$ cat src/rtl/wb_arbiter_pkg.sv
// Shared definitions for the register-file write-back arbiter.
//   wb_src_e : round-robin pointer encoding (which source wins a tie)
//   WB_*_DEF : default geometry of the write-back path
package wb_arbiter_pkg;

    typedef enum logic {
        SRC_ALU = 1'b0,
        SRC_MEM = 1'b1
    } wb_src_e;

    localparam int unsigned WB_WIDTH_DEF     = 16;
    localparam int unsigned WB_DEPTH_DEF     = 64;
    localparam int unsigned WB_BUF_DEPTH_DEF = 2;

endpackage

$ cat src/rtl/wb_arbiter_fifo.sv
// Small per-source result FIFO holding {dest reg, data} entries.
//   push/push_reg/push_data : enqueue (ignored when full)
//   pop                     : dequeue head (ignored when empty)
//   head_reg/head_data      : current head entry
//   empty/count             : occupancy
//   chk_reg/match           : per-entry "valid and dest == chk_reg" vector
module wb_fifo #(
    parameter int unsigned WIDTH     = 16,
    parameter int unsigned AW        = 6,
    parameter int unsigned BUF_DEPTH = 2
) (
    input  logic                         clk,
    input  logic                         rst_n,
    input  logic                         push,
    input  logic [AW-1:0]                push_reg,
    input  logic [WIDTH-1:0]             push_data,
    input  logic                         pop,
    output logic [AW-1:0]                head_reg,
    output logic [WIDTH-1:0]             head_data,
    output logic                         empty,
    output logic [$clog2(BUF_DEPTH):0]   count,
    input  logic [AW-1:0]                chk_reg,
    output logic [BUF_DEPTH-1:0]         match
);

    localparam int unsigned PW = $clog2(BUF_DEPTH);
    localparam int unsigned CW = PW + 1;

    logic [AW-1:0]    reg_q  [BUF_DEPTH];
    logic [WIDTH-1:0] data_q [BUF_DEPTH];
    logic [PW-1:0]    wr_ptr;
    logic [PW-1:0]    rd_ptr;
    logic             full;
    logic             do_push;
    logic             do_pop;

    assign full      = (count == CW'(BUF_DEPTH));
    assign empty     = (count == '0);
    assign do_push   = push & ~full;
    assign do_pop    = pop & ~empty;
    assign head_reg  = reg_q[rd_ptr];
    assign head_data = data_q[rd_ptr];

    // Pointers and occupancy; reset drops every entry.
    always_ff @(posedge clk or negedge rst_n) begin
        if (!rst_n) begin
            wr_ptr <= '0;
            rd_ptr <= '0;
            count  <= '0;
        end else begin
            if (do_push) wr_ptr <= wr_ptr + PW'(1);
            if (do_pop)  rd_ptr <= rd_ptr + PW'(1);
            count <= count + CW'(do_push) - CW'(do_pop);
        end
    end

    // Entry storage; contents are qualified by count, so no reset needed.
    always_ff @(posedge clk) begin
        if (do_push) begin
            reg_q[wr_ptr]  <= push_reg;
            data_q[wr_ptr] <= push_data;
        end
    end

    // Slot i is live when its distance from the head is below count.
    always_comb begin
        match = '0;
        for (int i = 0; i < int'(BUF_DEPTH); i++) begin
            match[i] = ({1'b0, PW'(PW'(i) - rd_ptr)} < count) && (reg_q[i] == chk_reg);
        end
    end

endmodule

$ cat src/rtl/wb_arbiter.sv
// Register-file write-back arbiter: buffers ALU and MEM results in per-source
// FIFOs and drives the single regfile write port, round-robin, one write/cycle.
//   alu_* / mem_*            : valid/ready result inputs (dest reg + data)
//   we_1/write_reg1(_data)   : registered regfile write port
//   chk_reg/chk_hit          : combinational "write still in flight" query
module wb_arbiter
    import wb_arbiter_pkg::*;
#(
    parameter int unsigned WIDTH     = WB_WIDTH_DEF,
    parameter int unsigned DEPTH     = WB_DEPTH_DEF,
    parameter int unsigned BUF_DEPTH = WB_BUF_DEPTH_DEF
) (
    input  logic                       clk,
    input  logic                       rst_n,
    input  logic                       alu_valid,
    output logic                       alu_ready,
    input  logic [$clog2(DEPTH)-1:0]   alu_reg,
    input  logic [WIDTH-1:0]           alu_data,
    input  logic                       mem_valid,
    output logic                       mem_ready,
    input  logic [$clog2(DEPTH)-1:0]   mem_reg,
    input  logic [WIDTH-1:0]           mem_data,
    output logic                       we_1,
    output logic [$clog2(DEPTH)-1:0]   write_reg1,
    output logic [WIDTH-1:0]           write_reg1_data,
    input  logic [$clog2(DEPTH)-1:0]   chk_reg,
    output logic                       chk_hit
);

    localparam int unsigned AW = $clog2(DEPTH);
    localparam int unsigned CW = $clog2(BUF_DEPTH) + 1;

    logic [CW-1:0]        alu_count, mem_count;
    logic                 alu_empty, mem_empty;
    logic [AW-1:0]        alu_head_reg, mem_head_reg;
    logic [WIDTH-1:0]     alu_head_data, mem_head_data;
    logic [BUF_DEPTH-1:0] alu_match, mem_match;
    logic                 alu_push, mem_push;
    logic                 grant_alu, grant_mem;
    wb_src_e              rr_q, rr_d;

    // Ready reflects registered occupancy only: a same-cycle pop never frees a slot early.
    assign alu_ready = rst_n & (alu_count < CW'(BUF_DEPTH));
    assign mem_ready = rst_n & (mem_count < CW'(BUF_DEPTH));

    // Register 0 is hard-wired: handshake completes but nothing is queued.
    assign alu_push = alu_valid & alu_ready & (alu_reg != '0);
    assign mem_push = mem_valid & mem_ready & (mem_reg != '0);

    wb_fifo #(.WIDTH(WIDTH), .AW(AW), .BUF_DEPTH(BUF_DEPTH)) u_alu_fifo (
        .clk       (clk),
        .rst_n     (rst_n),
        .push      (alu_push),
        .push_reg  (alu_reg),
        .push_data (alu_data),
        .pop       (grant_alu),
        .head_reg  (alu_head_reg),
        .head_data (alu_head_data),
        .empty     (alu_empty),
        .count     (alu_count),
        .chk_reg   (chk_reg),
        .match     (alu_match)
    );

    wb_fifo #(.WIDTH(WIDTH), .AW(AW), .BUF_DEPTH(BUF_DEPTH)) u_mem_fifo (
        .clk       (clk),
        .rst_n     (rst_n),
        .push      (mem_push),
        .push_reg  (mem_reg),
        .push_data (mem_data),
        .pop       (grant_mem),
        .head_reg  (mem_head_reg),
        .head_data (mem_head_data),
        .empty     (mem_empty),
        .count     (mem_count),
        .chk_reg   (chk_reg),
        .match     (mem_match)
    );

    // Round-robin pointer register.
    always_ff @(posedge clk or negedge rst_n) begin
        if (!rst_n) rr_q <= SRC_ALU;
        else        rr_q <= rr_d;
    end

    // Grant: lone non-empty source wins; on a tie the pointer decides, then flips.
    always_comb begin
        grant_alu = 1'b0;
        grant_mem = 1'b0;
        rr_d      = rr_q;
        if (!alu_empty && (mem_empty || rr_q == SRC_ALU)) begin
            grant_alu = 1'b1;
            rr_d      = SRC_MEM;
        end else if (!mem_empty) begin
            grant_mem = 1'b1;
            rr_d      = SRC_ALU;
        end
    end

    // Regfile write port; address/data hold when idle.
    always_ff @(posedge clk or negedge rst_n) begin
        if (!rst_n) begin
            we_1            <= 1'b0;
            write_reg1      <= '0;
            write_reg1_data <= '0;
        end else begin
            we_1 <= grant_alu | grant_mem;
            if (grant_alu) begin
                write_reg1      <= alu_head_reg;
                write_reg1_data <= alu_head_data;
            end else if (grant_mem) begin
                write_reg1      <= mem_head_reg;
                write_reg1_data <= mem_head_data;
            end
        end
    end

    // In-flight means queued in either FIFO or on the write port this cycle.
    assign chk_hit = (chk_reg != '0)
                   & ((|alu_match) | (|mem_match) | (we_1 & (write_reg1 == chk_reg)));

endmodule

$ cat config.mk
export PLATFORM = sky130hd
export DESIGN_NAME = wb_arbiter
export DESIGN_NICKNAME = d
export VERILOG_FILES = /design/src/rtl/wb_arbiter_pkg.sv /design/src/rtl/wb_arbiter_fifo.sv /design/src/rtl/wb_arbiter.sv
export SDC_FILE = /design/constraint.sdc
export NUM_CORES = 1
export LEC_CHECK = 0
export BUFFER_PORTS_ARGS = -buffer_cell sky130_fd_sc_hd__clkbuf_2
export CAP_MARGIN = 20
export CORE_MARGIN = 1.5
export CORE_UTILIZATION = 56
export DETAILED_ROUTE_END_ITERATION = 10
export GPL_ROUTABILITY_DRIVEN = 0
export HOLD_SLACK_MARGIN = 0.03
export PLACE_DENSITY = 0.79
export SETUP_SLACK_MARGIN = 0.2
export SLEW_MARGIN = 20
export SYNTH_ARGS = -nofsm -noshare
export SYNTH_HDL_FRONTEND = slang
export SYNTH_SLANG_ARGS = --single-unit
export TNS_END_PERCENT = 20
$ cat constraint.sdc
create_clock -name clk -period 2.59 [get_ports clk]
set_input_delay 0.1295 -clock clk [delete_from_list [all_inputs] [get_ports clk]]
set_output_delay 0.1295 -clock clk [all_outputs]
set_load 0.1 [all_outputs]
==> metrics.csv <==
stage;metric;value;unit
sta;RSZ-0062 raised after global routing;no;
final_layout;area of the multi-input gates;0.001431;mm2
critical_path;Crit path buffers/inverters;1;
logic_synthesis;post-synthesis sequential area ratio;0.6916;
floorplanning;DIE HEIGHT;97.29;um
critical_path;worst r2r src;u_mem_fifo.count[1];
placed_design;dpl hpwl;6.760;mm
clock_tree;clock latency on the worst-skew pair;510;ps
final_layout;proportion of layout cells with a drive suffix above 1;0.2959;
global_route;Overflow after GRT;0;
critical_path;CP peak stage delay;400;ps
critical_path;Crit. Startpoint;u_alu_fifo.reg_q[1][4];
sta;Final period util;0.8909;
global_route;first-pass GRT wire length;18.03;mm
critical_path;critical path's most frequent cell;nor4_1;
logic_synthesis;syn_nets;373;
placed_design;Placement Setup Slack;500.9;ps
clock_tree;clk sinks;120;
power_and_ir_drop;VDD IR max;1.071;mV
final_layout;# diodes;0;
floorplanning;Rows;34;
critical_path;depth of the worst register-to-register path;10;
placed_design;placed standard-cell area;0.005520;mm2
sta;Peak Freq;433.4;MHz
logic_synthesis;Unique masters post-synth;28;
final_layout;fillers;520;
global_route;Total GRT Usage;0.2554;
routing;DRC viols;0;
floorplanning;initial core utilization;0.5737;
clock_tree;postcts setup bufs;0;
sta;Setup Skew;6.606;ps
power_and_ir_drop;Int Power;4.839;mW
final_layout;P&R area growth vs syn;31.94;%
final_layout;Util after Layout;0.7569;
sta;worst rel slew slack;0.5217;
global_route;largest net degree at the start of global routing;33;
sta;final hold viol count;0;
floorplanning;die area;0.009464;mm2
routing;via-per-instance ratio;5.725;
power_and_ir_drop;PnR Total Power;8.533;mW
clock_tree;H-tree Lvls;4;
clock_tree;TritonCTS clock tree;built;
sta;Tmin final;2307;ps
clock_tree;TritonCTS buffer count;17;
sta;final setup fails;0;
power_and_ir_drop;P_leak;2.630;nW
critical_path;Slowest cell on crit path;edfxtp_1;
critical_path;critical path capture point type;primary output;
critical_path;Worst path top cell family by delay;simple AND/OR/NAND/NOR gates;
power_and_ir_drop;Switch Pwr;3.693;mW
floorplanning;core area;0.008678;mm2
logic_synthesis;Netlist Area Pre-Place;0.004979;mm2
critical_path;CP required;2460;ps
routing;remaining antenna violation count;0;
sta;worst setup margin;282.7;ps
clock_tree;clk root buf;clkbuf_8;
global_route;initial antenna violation count;0;
floorplanning;Die W;97.29;um
routing;Routed Wire Length;11.42;mm
sta;final slew viol count;0;
critical_path;critical path type;flip-flop to primary output;
power_and_ir_drop;clock power share;0.262;
routing;Iter 0 DRT Violations;189;
flow_run;Max-Cap Viols;0;
routing;Pre-Repair DR Iteration Count;5;
critical_path;crit path DAT;2180;ps
outcome;outcome;finished, final reports clean;
power_and_ir_drop;Sequential Power Share;0.328;
logic_synthesis;#FFs+latches synth;120;
logic_synthesis;Syn Inst Count;315;
critical_path;CP Launch Type;flip-flop;
clock_tree;Resize count post-CTS;0;
final_layout;fin nets;508;
clock_tree;clock-pin slew on the worst setup and hold paths;60;ps
final_layout;Reg area;0.003443;mm2
sta;slew at the pin with the worst max-slew slack;715.9;ps
routing;Vias;3269;
placed_design;count of input and output buffers;79;
power_and_ir_drop;PwrDens;1299;mW/mm2
power_and_ir_drop;combinational power share;0.410;
power_and_ir_drop;Sw Ratio;0.4328;
critical_path;highest net fanout along the worst path;2;
global_route;number of global-route vias before repair;3539;
sta;final setup TNS;0;ps
logic_synthesis;YS warnings;0;
critical_path;crit-path cells;xnor2_1 -> nand4_1 -> nor4_1 -> nor4_1 -> a21oi_4 -> buf_12;
critical_path;WP depth;6;
routing;drt wl/cell;20.00;um
final_layout;design area;0.006569;mm2
min_path;min-delay worst type;input port to asynchronous set/reset pin;
logic_synthesis;Synth Area per Inst;15.80;um2
floorplanning;# IOs;80;
clock_tree;clock buffer depth;2;
## per-stage QoR
stage,std cells,hold slack [ps]
2_1_floorplan,315,-166.1
3_3_place_gp,492,254.2
3_5_place_dp,492,267.4
4_1_cts,571,269.8
5_1_grt,571,296.7
6_report,571,262.3
## power by group through the flow
stage / Clock, mW / Sequential, mW / Combinational, mW
floorplan: 0 / 4.02 / 1.49
global placement: 0 / 2.81 / 3.29
detailed placement: 0 / 2.83 / 3.38
CTS: 2.25 / 2.79 / 3.46
global route: 2.35 / 2.84 / 3.64
finish: 2.23 / 2.80 / 3.50
## cell usage after synthesis
master	number	share of area
nand4_1	5	0.0063
mux2i_1	42	0.084
inv_1	9	0.0068
and2_4	1	0.0018
xnor2_1	24	0.042
and2_1	1	0.0013
o221ai_1	20	0.035
mux2_2	2	0.0045
ha_1	4	0.010
or4_1	1	0.0015
o31a_1	1	0.0018
o21ai_1	2	0.0020
nor3_1	1	0.0010
buf_2	17	0.017
o21ai_2	1	0.0018
nor4_4	1	0.0043
nor2_1	2	0.0015
nor2b_1	4	0.0050
edfxtp_1	88	0.53
or4_4	2	0.0045
o311a_4	2	0.0085
a21oi_1	7	0.0070
xor2_1	14	0.025
buf_6	2	0.0045
nand2_1	22	0.017
nor4_1	6	0.0075
dfrtp_1	32	0.16
o21ai_4	2	0.0065
## cells by family after synthesis
group	after synthesis	synth area share
buffers and inverters	28	0.02840
AND/OR/NAND/NOR	46	0.05127
XOR/XNOR	38	0.06685
multiplexers	44	0.08897
adder cells (fa/ha/maj)	4	0.01005
flip-flops	120	0.6916
AO/OA/AOI/OAI	35	0.06283
## layout make-up
cell class | instances | area share
clock buffer | 18 | 0.06514
clock inverter | 14 | 0.02267
inverter | 9 | 0.005143
multi-input combinational | 167 | 0.2179
sequential | 120 | 0.5242
tap | 108 | 0.02057
timing repair buffer | 135 | 0.1444
## routing by layer
layer | GRT usage | up-vias | wire [um]
li1 | - | 1466 | -
met5 | 0 | - | 0
met4 | 0.1330 | 0 | 386
met1 | 0.2884 | 1617 | 4294
met3 | 0.06331 | 33 | 675
met2 | 0.4486 | 153 | 6064
## cell usage in the layout (no fill, tap or decap), drive strengths merged, types with 2 or more instances in the layout
master / netlist / final
mux2: 2 / 2
xnor2: 24 / 24
ha: 4 / 4
bufinv: 0 / 2
mux2i: 42 / 42
buf: 19 / 10
dlygate4sd3: 0 / 47
clkbuf: 0 / 96
nand2: 22 / 22
and2: 2 / 2
edfxtp: 88 / 88
o21ai: 5 / 5
dfrtp: 32 / 32
nand4: 5 / 5
o311a: 2 / 2
xor2: 14 / 14
inv: 9 / 11
nor2: 2 / 2
clkinv: 0 / 9
o221ai: 20 / 20
nor2b: 4 / 4
or4: 3 / 3
a21oi: 7 / 7
nor4: 7 / 7
## sequential cells by signal, indices dropped and copies added (netlist names), 2 cells and up
signal             cells
u_alu_fifo.count       2
u_alu_fifo.data_q     32
u_alu_fifo.reg_q      12
u_mem_fifo.count       2
u_mem_fifo.data_q     32
u_mem_fifo.reg_q      12
write_reg1             6
write_reg1_data       16
## worst paths after layout
path                                      endpoint  slack [ps]
setup reg to reg               u_mem_fifo.count[1]         590
max in group asynchronous      write_reg1_data[10]        2010
setup / recovery                           chk_hit         280
hold reg to reg                write_reg1_data[10]         500
hold / removal                       write_reg1[2]         260
min in group clk           u_mem_fifo.data_q[1][3]         350
## tightest hold or removal path, delay by kind of cell
family | cells | cell delay (ps)
buf+inv | 3 | 1070
## repair_timing
action | 4_1_cts | 5_1_grt
setup endpoints to repair | 0 | 0
hold buffers | 47 | 0
hold endpoints to repair | 122 | 0
Power figures use the tool's default switching activity.
